[config.mk]
export PLATFORM = sky130hd
export DESIGN_NAME = evm_result_display
export DESIGN_NICKNAME = d
export VERILOG_FILES = /design/src/rtl/evm_pkg.sv /design/src/rtl/bcd_to_seg.sv /design/src/rtl/evm_result_display.sv
export SDC_FILE = /design/constraint.sdc
export NUM_CORES = 1
export LEC_CHECK = 0
export CORE_UTILIZATION = 32
export CTS_BUF_LIST = sky130_fd_sc_hd__clkbuf_8 sky130_fd_sc_hd__clkbuf_16
export DETAILED_ROUTE_END_ITERATION = 7
export GPL_ROUTABILITY_DRIVEN = 0
export SLEW_MARGIN = 20
export SYNTH_ARGS = -nofsm -noshare
export SYNTH_HDL_FRONTEND = slang
export SYNTH_SLANG_ARGS = --single-unit
[constraint.sdc]
create_clock -name clk -period 11.1 [get_ports clk]
set_input_delay 1.665 -clock clk [delete_from_list [all_inputs] [get_ports clk]]
set_output_delay 1.665 -clock clk [all_outputs]
set_load 0.03 [all_outputs]
[src/rtl/evm_pkg.sv]
// Shared constants for the EVM result display: segment codes and digit-index encoding.
// Segment codes are active-low {g,f,e,d,c,b,a}.
package evm_pkg;

  localparam logic [6:0] SEG_BLANK = 7'h7F;
  localparam logic [6:0] SEG_DASH  = 7'h3F;

  // Index 3 is the leftmost digit; scanning runs 3 -> 2 -> 1 -> 0 -> 3.
  typedef enum logic [1:0] {
    DIG_ONES = 2'd0,
    DIG_TENS = 2'd1,
    DIG_HUND = 2'd2,
    DIG_CAND = 2'd3
  } dig_e;

  // Entry [n] is the code for decimal digit n.
  localparam logic [9:0][6:0] SEG_TABLE = {
    7'h10, 7'h00, 7'h78, 7'h02, 7'h12,
    7'h19, 7'h30, 7'h24, 7'h79, 7'h40
  };

  typedef struct packed {
    logic       inv;
    logic [3:0] x1;
    logic [3:0] y1;
    logic [3:0] z1;
    logic [3:0] x2;
    logic [3:0] y2;
    logic [3:0] z2;
  } snap_t;

endpackage

[src/rtl/bcd_to_seg.sv]
// BCD digit to active-low seven-segment code; values above 9 decode to a dash.
// Purely combinational.
module bcd_to_seg
  import evm_pkg::*;
(
  input  logic [3:0] bcd,
  output logic [6:0] seg
);

  always_comb begin
    seg = SEG_DASH;
    if (bcd <= 4'd9) seg = SEG_TABLE[bcd];
  end

endmodule

[src/rtl/evm_result_display.sv]
// Multiplexed 4-digit result display alternating "1XYZ" / "2XYZ" pages, with inputs snapshotted per frame.
// Optional LEAD_ZERO_BLANK_EN blanks leading zeros of the count.
module evm_result_display
  import evm_pkg::*;
#(
  parameter int SCAN_DIV    = 50000,
  parameter int PAGE_FRAMES = 400
) (
  input  logic       clk,
  input  logic       reset_n,
  input  logic [3:0] X1,
  input  logic [3:0] Y1,
  input  logic [3:0] Z1,
  input  logic [3:0] X2,
  input  logic [3:0] Y2,
  input  logic [3:0] Z2,
  input  logic       invalid,
  output logic [6:0] seg,
  output logic [3:0] an,
  output logic       dp,
  output logic       page
);

  localparam int SW = $clog2(SCAN_DIV);
  localparam int FW = $clog2(PAGE_FRAMES + 1);
  localparam logic [SW-1:0] SCAN_LAST  = SW'(SCAN_DIV - 1);
  localparam logic [FW-1:0] FRAME_LAST = FW'(PAGE_FRAMES - 1);

  logic [SW-1:0] scan_cnt, scan_cnt_nxt;
  dig_e          idx, idx_nxt;
  logic [FW-1:0] frame_cnt, frame_cnt_nxt;
  logic          page_q, page_nxt;
  snap_t         snap, snap_nxt;

  logic [3:0] cand_x, cand_y, cand_z, dig;
  logic [6:0] dig_seg, seg_nxt;
  logic [3:0] an_nxt;
  logic       blank;

  always_ff @(posedge clk or negedge reset_n) begin
    if (!reset_n) begin
      scan_cnt  <= '0;
      idx       <= DIG_CAND;
      frame_cnt <= '0;
      page_q    <= 1'b0;
      snap      <= '0;
      seg       <= SEG_BLANK;
      an        <= 4'b1111;
    end else begin
      scan_cnt  <= scan_cnt_nxt;
      idx       <= idx_nxt;
      frame_cnt <= frame_cnt_nxt;
      page_q    <= page_nxt;
      snap      <= snap_nxt;
      seg       <= seg_nxt;
      an        <= an_nxt;
    end
  end

  // Snapshot and page flip both happen on the 0 -> 3 index wrap (frame boundary).
  always_comb begin
    scan_cnt_nxt  = scan_cnt + 1'b1;
    idx_nxt       = idx;
    frame_cnt_nxt = frame_cnt;
    page_nxt      = page_q;
    snap_nxt      = snap;
    if (scan_cnt == SCAN_LAST) begin
      scan_cnt_nxt = '0;
      idx_nxt      = dig_e'(idx - 2'd1);
      if (idx == DIG_ONES) begin
        snap_nxt = '{inv: invalid, x1: X1, y1: Y1, z1: Z1, x2: X2, y2: Y2, z2: Z2};
        if (frame_cnt == FRAME_LAST) begin
          frame_cnt_nxt = '0;
          page_nxt      = ~page_q;
        end else begin
          frame_cnt_nxt = frame_cnt + 1'b1;
        end
      end
    end
  end

  // Outputs are decoded from next-state so seg and an track idx on the same edge.
  always_comb begin
    cand_x = page_nxt ? snap_nxt.x2 : snap_nxt.x1;
    cand_y = page_nxt ? snap_nxt.y2 : snap_nxt.y1;
    cand_z = page_nxt ? snap_nxt.z2 : snap_nxt.z1;
    dig    = cand_z;
    case (idx_nxt)
      DIG_CAND: dig = page_nxt ? 4'd2 : 4'd1;
      DIG_HUND: dig = cand_x;
      DIG_TENS: dig = cand_y;
      default:  dig = cand_z;
    endcase
`ifdef LEAD_ZERO_BLANK_EN
    blank = ((idx_nxt == DIG_HUND) && (cand_x == 4'd0)) ||
            ((idx_nxt == DIG_TENS) && (cand_x == 4'd0) && (cand_y == 4'd0));
`else
    blank = 1'b0;
`endif
  end

  bcd_to_seg u_dec (
    .bcd (dig),
    .seg (dig_seg)
  );

  always_comb begin
    an_nxt          = 4'b1111;
    an_nxt[idx_nxt] = 1'b0;
    seg_nxt         = dig_seg;
    if (blank) seg_nxt = SEG_BLANK;
    if (snap_nxt.inv) seg_nxt = SEG_DASH;
  end

  assign page = page_q;
  assign dp   = 1'b1;

endmodule

==> results of run 1 <==
==> Yosys cell counts (6+ instances only) <==
master	count	share of area
nand2_1	91	0.10
dfrtp_1	51	0.39
nor2_1	27	0.031
dfstp_2	13	0.10
nand3_1	12	0.018
xnor2_1	11	0.029
o21ai_0	10	0.015
inv_1	9	0.010
ha_1	8	0.031
nor3_1	8	0.012
xor2_1	8	0.021
a21oi_1	7	0.011
and3_1	7	0.013
mux2_2	7	0.024
clkbuf_1	6	0.0069
nand4_1	6	0.011
==> registers in the layout (all words and copies together), names as in the netlist <==
register / count
an: 4
snap: 25
page: 1
scan_cnt: 16
idx: 2
seg: 7
frame_cnt: 9
==> routing by layer <==
layer / share of wire / GRT usage / vias up
li1: - / - / 1239
met1: 0.50 / 0.203 / 1174
met2: 0.45 / 0.222 / 43
met3: 0.045 / 0.0454 / 6
met4: 0.0098 / 0.0455 / 0
met5: 0 / 0 / -
==> critical path, delay by kind of cell <==
family,cells,cell delay [ns]
AOI/OAI and AO/OA,3,0.78
muxes,2,0.77
and+or+nand+nor,3,0.45
buffers and inverters,1,0.44
adders and majority gates,1,0.28
==> cell type report <==
class                           count  share of cell area
Clock buffer                       13              0.0447
Tap cell                          133              0.0416
Sequential cell                    64               0.404
Inverter                           11              0.0103
Clock inverter                      3             0.00969
Multi-Input combinational cell    254               0.388
Timing Repair Buffer               42               0.101
==> power groups by stage <==
stage | clock network [mW] | logic, mW | registers (mW)
2_1_floorplan | 0 | 0.00235 | 0.238
3_3_place_gp | 0 | 0.0172 | 0.238
3_5_place_dp | 0 | 0.0174 | 0.238
4_1_cts | 0.221 | 0.0176 | 0.233
5_1_grt | 0.232 | 0.0189 | 0.233
6_report | 0.216 | 0.0170 | 0.233
==> worst max-delay path by stage <==
stage | from | end | slack (ns) | cells after the start
6_report | X2[1] | seg[0] | 6.97 | 10
4_1_cts | X2[1] | seg[3] | 7.01 | 10
3_3_place_gp | X2[1] | seg[3] | 6.72 | 10
5_1_grt | scan_cnt[11] | seg[2] | 6.70 | 12
3_5_place_dp | X2[1] | seg[0] | 6.65 | 10
2_1_floorplan | X2[1] | seg[3] | 7.37 | 9
==> per-stage QoR <==
step	hold slack [ns]	util	cells	cell area, um^2	setup WS [ns]
2_1_floorplan	0.425	-	341	3270	7.37
3_3_place_gp	0.438	0.385	504	3780	6.72
3_5_place_dp	0.447	0.385	504	3780	6.65
4_1_cts	0.462	0.408	520	4000	7.01
5_1_grt	0.490	0.408	520	4000	6.70
6_report	0.459	0.408	520	4000	6.97
==> cells by family (layout without fill, tap and decap cells) <==
| family | Yosys count | after routing | share of synthesized area |
|---|---|---|---|
| xor gates and xnor gates | 19 | 19 | 0.0509 |
| AOI/OAI and AO/OA | 40 | 40 | 0.0872 |
| DFF | 64 | 64 | 0.494 |
| other | 1 | 1 | 0.00115 |
| adders and majority gates | 8 | 8 | 0.0306 |
| and+or+nand+nor | 171 | 171 | 0.247 |
| muxes | 15 | 15 | 0.0581 |
| buffers and inverters | 23 | 69 | 0.0306 |
==> impl_metrics.csv, run 1 <==
group,metric,value,unit
hold_path,hp-class,"reg2reg",
finish,layout_commonest_cell,"nand2_1",
sta,rsz0062_at_grt,"no",
clock_tree,root_buffer,"clkbuf_8",
pwr,pwr-share-clk,0.464,
sta,period_share,0.372,
sta,worstMarginPinSlew,0.806,ns
setup_path,slowest_delay,0.46,ns
setup_path,crit_fanout,5,
logic_synthesis,ys_types,55,
clock_tree,cts_made_buffers,9,
hold_path,min_from,"snap[14]",
finish,most-common-layout-cells,"91 x nand2_1, 51 x dfrtp_1, 37 x clkdlybuf4s50_1",
floorplan,die_y,103,um
logic_synthesis,ys_seq_elements,64,
global_route,grt_pass1_wl,11900,um
sta,setup_violations,0,
logic_synthesis,synth_area,3270,um^2
pwr,p_comb_frac,0.036,
logic_synthesis,synth_edf_count,0,
setup_path,regToRegStartpoint,"scan_cnt[11]",
finish,syn_to_final_growth,22.3,%
hold_path,min_path_cells,2,
logic_synthesis,yosys_warnings,0,
routing,post-route-drc-count,0,
logic_synthesis,syn-instance-count,341,
job,drv_cap,0,
global_route,antenna_found_initial,0,
routing,avgViaCountPerCell,4.73,
clock_tree,cts_max_level,3,
pwr,switching_power,0.0971,mW
pwr,p_per_area,117,nW/um^2
place,post-dp-hpwl,4820,um
logic_synthesis,syn-mean-instance-area,9.59,um^2
setup_path,start_kind,"input port",
hold_path,min_to,"snap[14]",
global_route,grt-ovfl-total,0,
global_route,grt_use_total,0.148,
clock_tree,cts_sinks,64,
finish,nFillCells,1032,
setup_path,r2r_slack,7.05,ns
setup_path,crit_chain,"clkdlybuf4s50_1 > mux2_1 > mux4_2 > a22oi_1 > a21boi_1 > ha_1 > nor2_1 > or2_2 > o22ai_1 > nand3_1",
global_route,grt_pass1_vias,2451,
sta,fin_skew,0.00626,ns
sta,hold_violations,0,
sta,finalCriticalPeriod,4.13,ns
pwr,internal_power,0.370,mW
finish,drive_above_1_share,0.132,
setup_path,critical-path-slowest-cell,"mux4_2",
pwr,p_leak,1.73,nW
global_route,grt_max_degree,65,
floorplan,start_util,0.333,
logic_synthesis,yosysSeqAreaShare,0.494,
outcome,status,"complete, no violations",
logic_synthesis,synth_ff_type,"dfrtp_1",
routing,vias,2462,
clock_tree,clkLatencyLatePin,0.35,ns
clock_tree,cts_resized,0,
floorplan,die_area,10600,um^2
routing,dr.pass1.iters,4,
routing,wl_per_cell,13.4,um
pwr,p_seq_frac,0.500,
clock_tree,cts_setup_buffers,0,
routing,ant_nets,0,
logic_synthesis,async_flop_share,1.00,
finish,multiInputGateArea,1550,um^2
setup_path,reg2reg_to,"seg[0]",
sta,clock.fmax,242,MHz
place,io_buffers,38,
routing,drt_iter0_drc,109,
logic_synthesis,synth_nets,376,
pwr,swShare,0.208,
routing,routed_wl,6960,um
pwr,ir_drop,0.0000583,V
floorplan,core-area,9820,um^2
floorplan,die_x,103,um
clock_tree,clockBufferDepth,2,
setup_path,cp-end-kind,"flop",
finish,regArea,1620,um^2
setup_path,required,11.36,ns
clock_tree,cts_tree,"yes",
setup_path,cp.arrival,4.39,ns
clock_tree,clkTransAtPathRegs,0.07,ns
setup_path,worst_r2r_path_depth,13,
floorplan,io_pins,40,
clock_tree,cts_hold_buf,0,
sta,finalSetupTns,0,ns
floorplan,num_rows,36,
finish,diodes,0,
setup_path,crit_type,"in2reg",
finish,nets,417,
sta,maxSlewViolCount,0,
sta,slew_headroom,0.459,
pwr,total_power,0.467,mW
(Power assumes the default switching activity.)
==> inputs of run 2 (changes only) <==
==> constraint.sdc (replaced) <==
create_clock -name clk -period 3.9 [get_ports clk]
set_input_delay 0.585 -clock clk [delete_from_list [all_inputs] [get_ports clk]]
set_output_delay 0.585 -clock clk [all_outputs]
set_load 0.03 [all_outputs]
==> run 2 against run 1 <==
Register-to-register slack worse by 6.7 ns; combinational power rose to 2.9 times the previous value; critical path depth up 1; final area down 0.41%; global-route usage down 0.30 points; setup slack worse by 6.7 ns; die area unchanged; largest power group unchanged; sequential share of layout area up 0.16 points; sequential power rose to 2.8 times the previous value; via count up 1.4%.
==> impl_metrics.csv, run 2 (synthesized netlist as in run 1, its figures left out) <==
group,metric,value,unit
global_route,grt-ovfl-total,0,
clock_tree,clkTransAtPathRegs,0.07,ns
routing,ant_nets,0,
sta,timing.hold.ws,0.372,ns
global_route,gr-usage-met2,0.222,
floorplan,core-area,9820,um^2
finish,layout_commonest_cell,"nand2_1",
global_route,grt_pass1_vias,2347,
setup_path,crit_chain,"or4b_1 > or2_1 > mux2_1 > mux4_2 > a22oi_1 > a21boi_1 > ha_1 > nor2_1 > or2_2 > o22ai_1 > nand3_1",
routing,drt_iter0_drc,122,
sta,fin_skew,0.00697,ns
global_route,grt_max_degree,41,
sta,slew_headroom,0.402,
place,dp_slack,0.322,ns
outcome,status,"complete, no violations",
setup_path,crit_fanout,7,
sta,finalSetupTns,0,ns
global_route,antenna_found_initial,0,
finish,drive_above_1_share,0.130,
global_route,busiest_layer,"met2",
floorplan,die_y,103,um
finish,syn_to_final_growth,21.8,%
setup_path,required,4.16,ns
routing,post-route-drc-count,0,
finish,nets,422,
routing,wl_per_cell,13.5,um
clock_tree,clockBufferDepth,2,
clock_tree,cts_made_buffers,9,
floorplan,die_x,103,um
finish,nFillCells,986,
clock_tree,cts_setup_buffers,0,
clock_tree,cts_sinks,64,
sta,period_share,0.921,
finish,final_cells,525,
sta,hold_violations,0,
floorplan,io_pins,40,
place,place_area,3830,um^2
setup_path,crit_type,"reg2reg",
setup_path,cp-end-kind,"flop",
floorplan,die_area,10600,um^2
routing,avgViaCountPerCell,4.75,
finish,reg_top3,"snap x25, scan_cnt x16, frame_cnt x9",
sta,maxSlewViolCount,0,
pwr,p_leak,1.74,nW
clock_tree,cts_tree,"yes",
finish,most-common-layout-cells,"91 x nand2_1, 51 x dfrtp_1, 37 x clkdlybuf4s50_1",
finish,top_register,"snap",
pwr,p_per_area,294,nW/um^2
pwr,total_power,1.17,mW
clock_tree,clkLatencyLatePin,0.34,ns
routing,routed_wl,7090,um
sta,clock.fmax,278,MHz
global_route,grt_use_total,0.145,
sta,setup_ws,0.308,ns
place,io_buffers,38,
job,drv_cap,0,
sta,worstMarginPinSlew,0.897,ns
pwr,ir_drop,0.000140,V
floorplan,num_rows,36,
finish,largest_register_ffs,25,
place,post-dp-hpwl,5040,um
finish,final_core_util,0.406,
setup_path,slowest_delay,0.53,ns
finish,final_area,3990,um^2
clock_tree,cts_resized,0,
hold_path,hp-class,"in2async",
sta,setup_violations,0,
global_route,grt_pass1_wl,11600,um
clock_tree,root_buffer,"clkbuf_8",
global_route,grt_use_met3,0.0366,
clock_tree,cts_hold_buf,0,
setup_path,cp.arrival,3.86,ns
floorplan,start_util,0.333,
setup_path,critical-path-slowest-cell,"or4b_1",
sta,finalCriticalPeriod,3.59,ns
finish,diodes,0,
routing,dr.pass1.iters,4,
routing,vias,2496,
place,dp.cells,509,
sta,rsz0062_at_grt,"no",
setup_path,start_kind,"flop",
clock_tree,cts_max_level,3,
global_route,use_met1,0.198,
[run 2: final timing paths]
path / end / cells past startpoint / startpoint / slack (ns)
setup reg to reg: seg[3] / 11 / frame_cnt[6] / 0.31
hold / removal: snap[17] / 1 / reset_n / 0.37
setup / recovery: seg[3] / 11 / frame_cnt[6] / 0.31
max in group asynchronous: an[1] / 2 / reset_n / 2.63
hold reg to reg: scan_cnt[0] / 1 / scan_cnt[0] / 0.46
min in group clk: scan_cnt[0] / 1 / scan_cnt[0] / 0.46
[run 2: final cells by class]
type,instances,area [um^2],share of cell area
clock buffer,9,124,0.0311
clock inverter,7,27.5,0.00691
inverter,11,41.3,0.0104
multi-input combinational,254,1550,0.390
sequential,64,1620,0.406
tap,133,166,0.0417
timing repair buffer,47,455,0.114
[run 2: critical path: cells and delay by family, from the launching register on]
| family | cells | cell delay (ns) |
|---|---|---|
| and+or+nand+nor | 5 | 1.31 |
| muxes | 2 | 0.82 |
| AOI/OAI and AO/OA | 3 | 0.71 |
| DFF | 1 | 0.43 |
| adders and majority gates | 1 | 0.26 |
[run 2: routing by layer]
| layer | share of wire | routed length [um] |
|---|---|---|
| met5 | 0 | 0 |
| met4 | 0.014 | 99 |
| met3 | 0.034 | 240 |
| met2 | 0.45 | 3200 |
| met1 | 0.50 | 3550 |
[run 2: power breakdown]
part	switching [mW]	total (mW)	internal, mW
registers	0	0.664	0.664
clock network	0.242	0.458	0.216
logic	0.0232	0.0496	0.0264
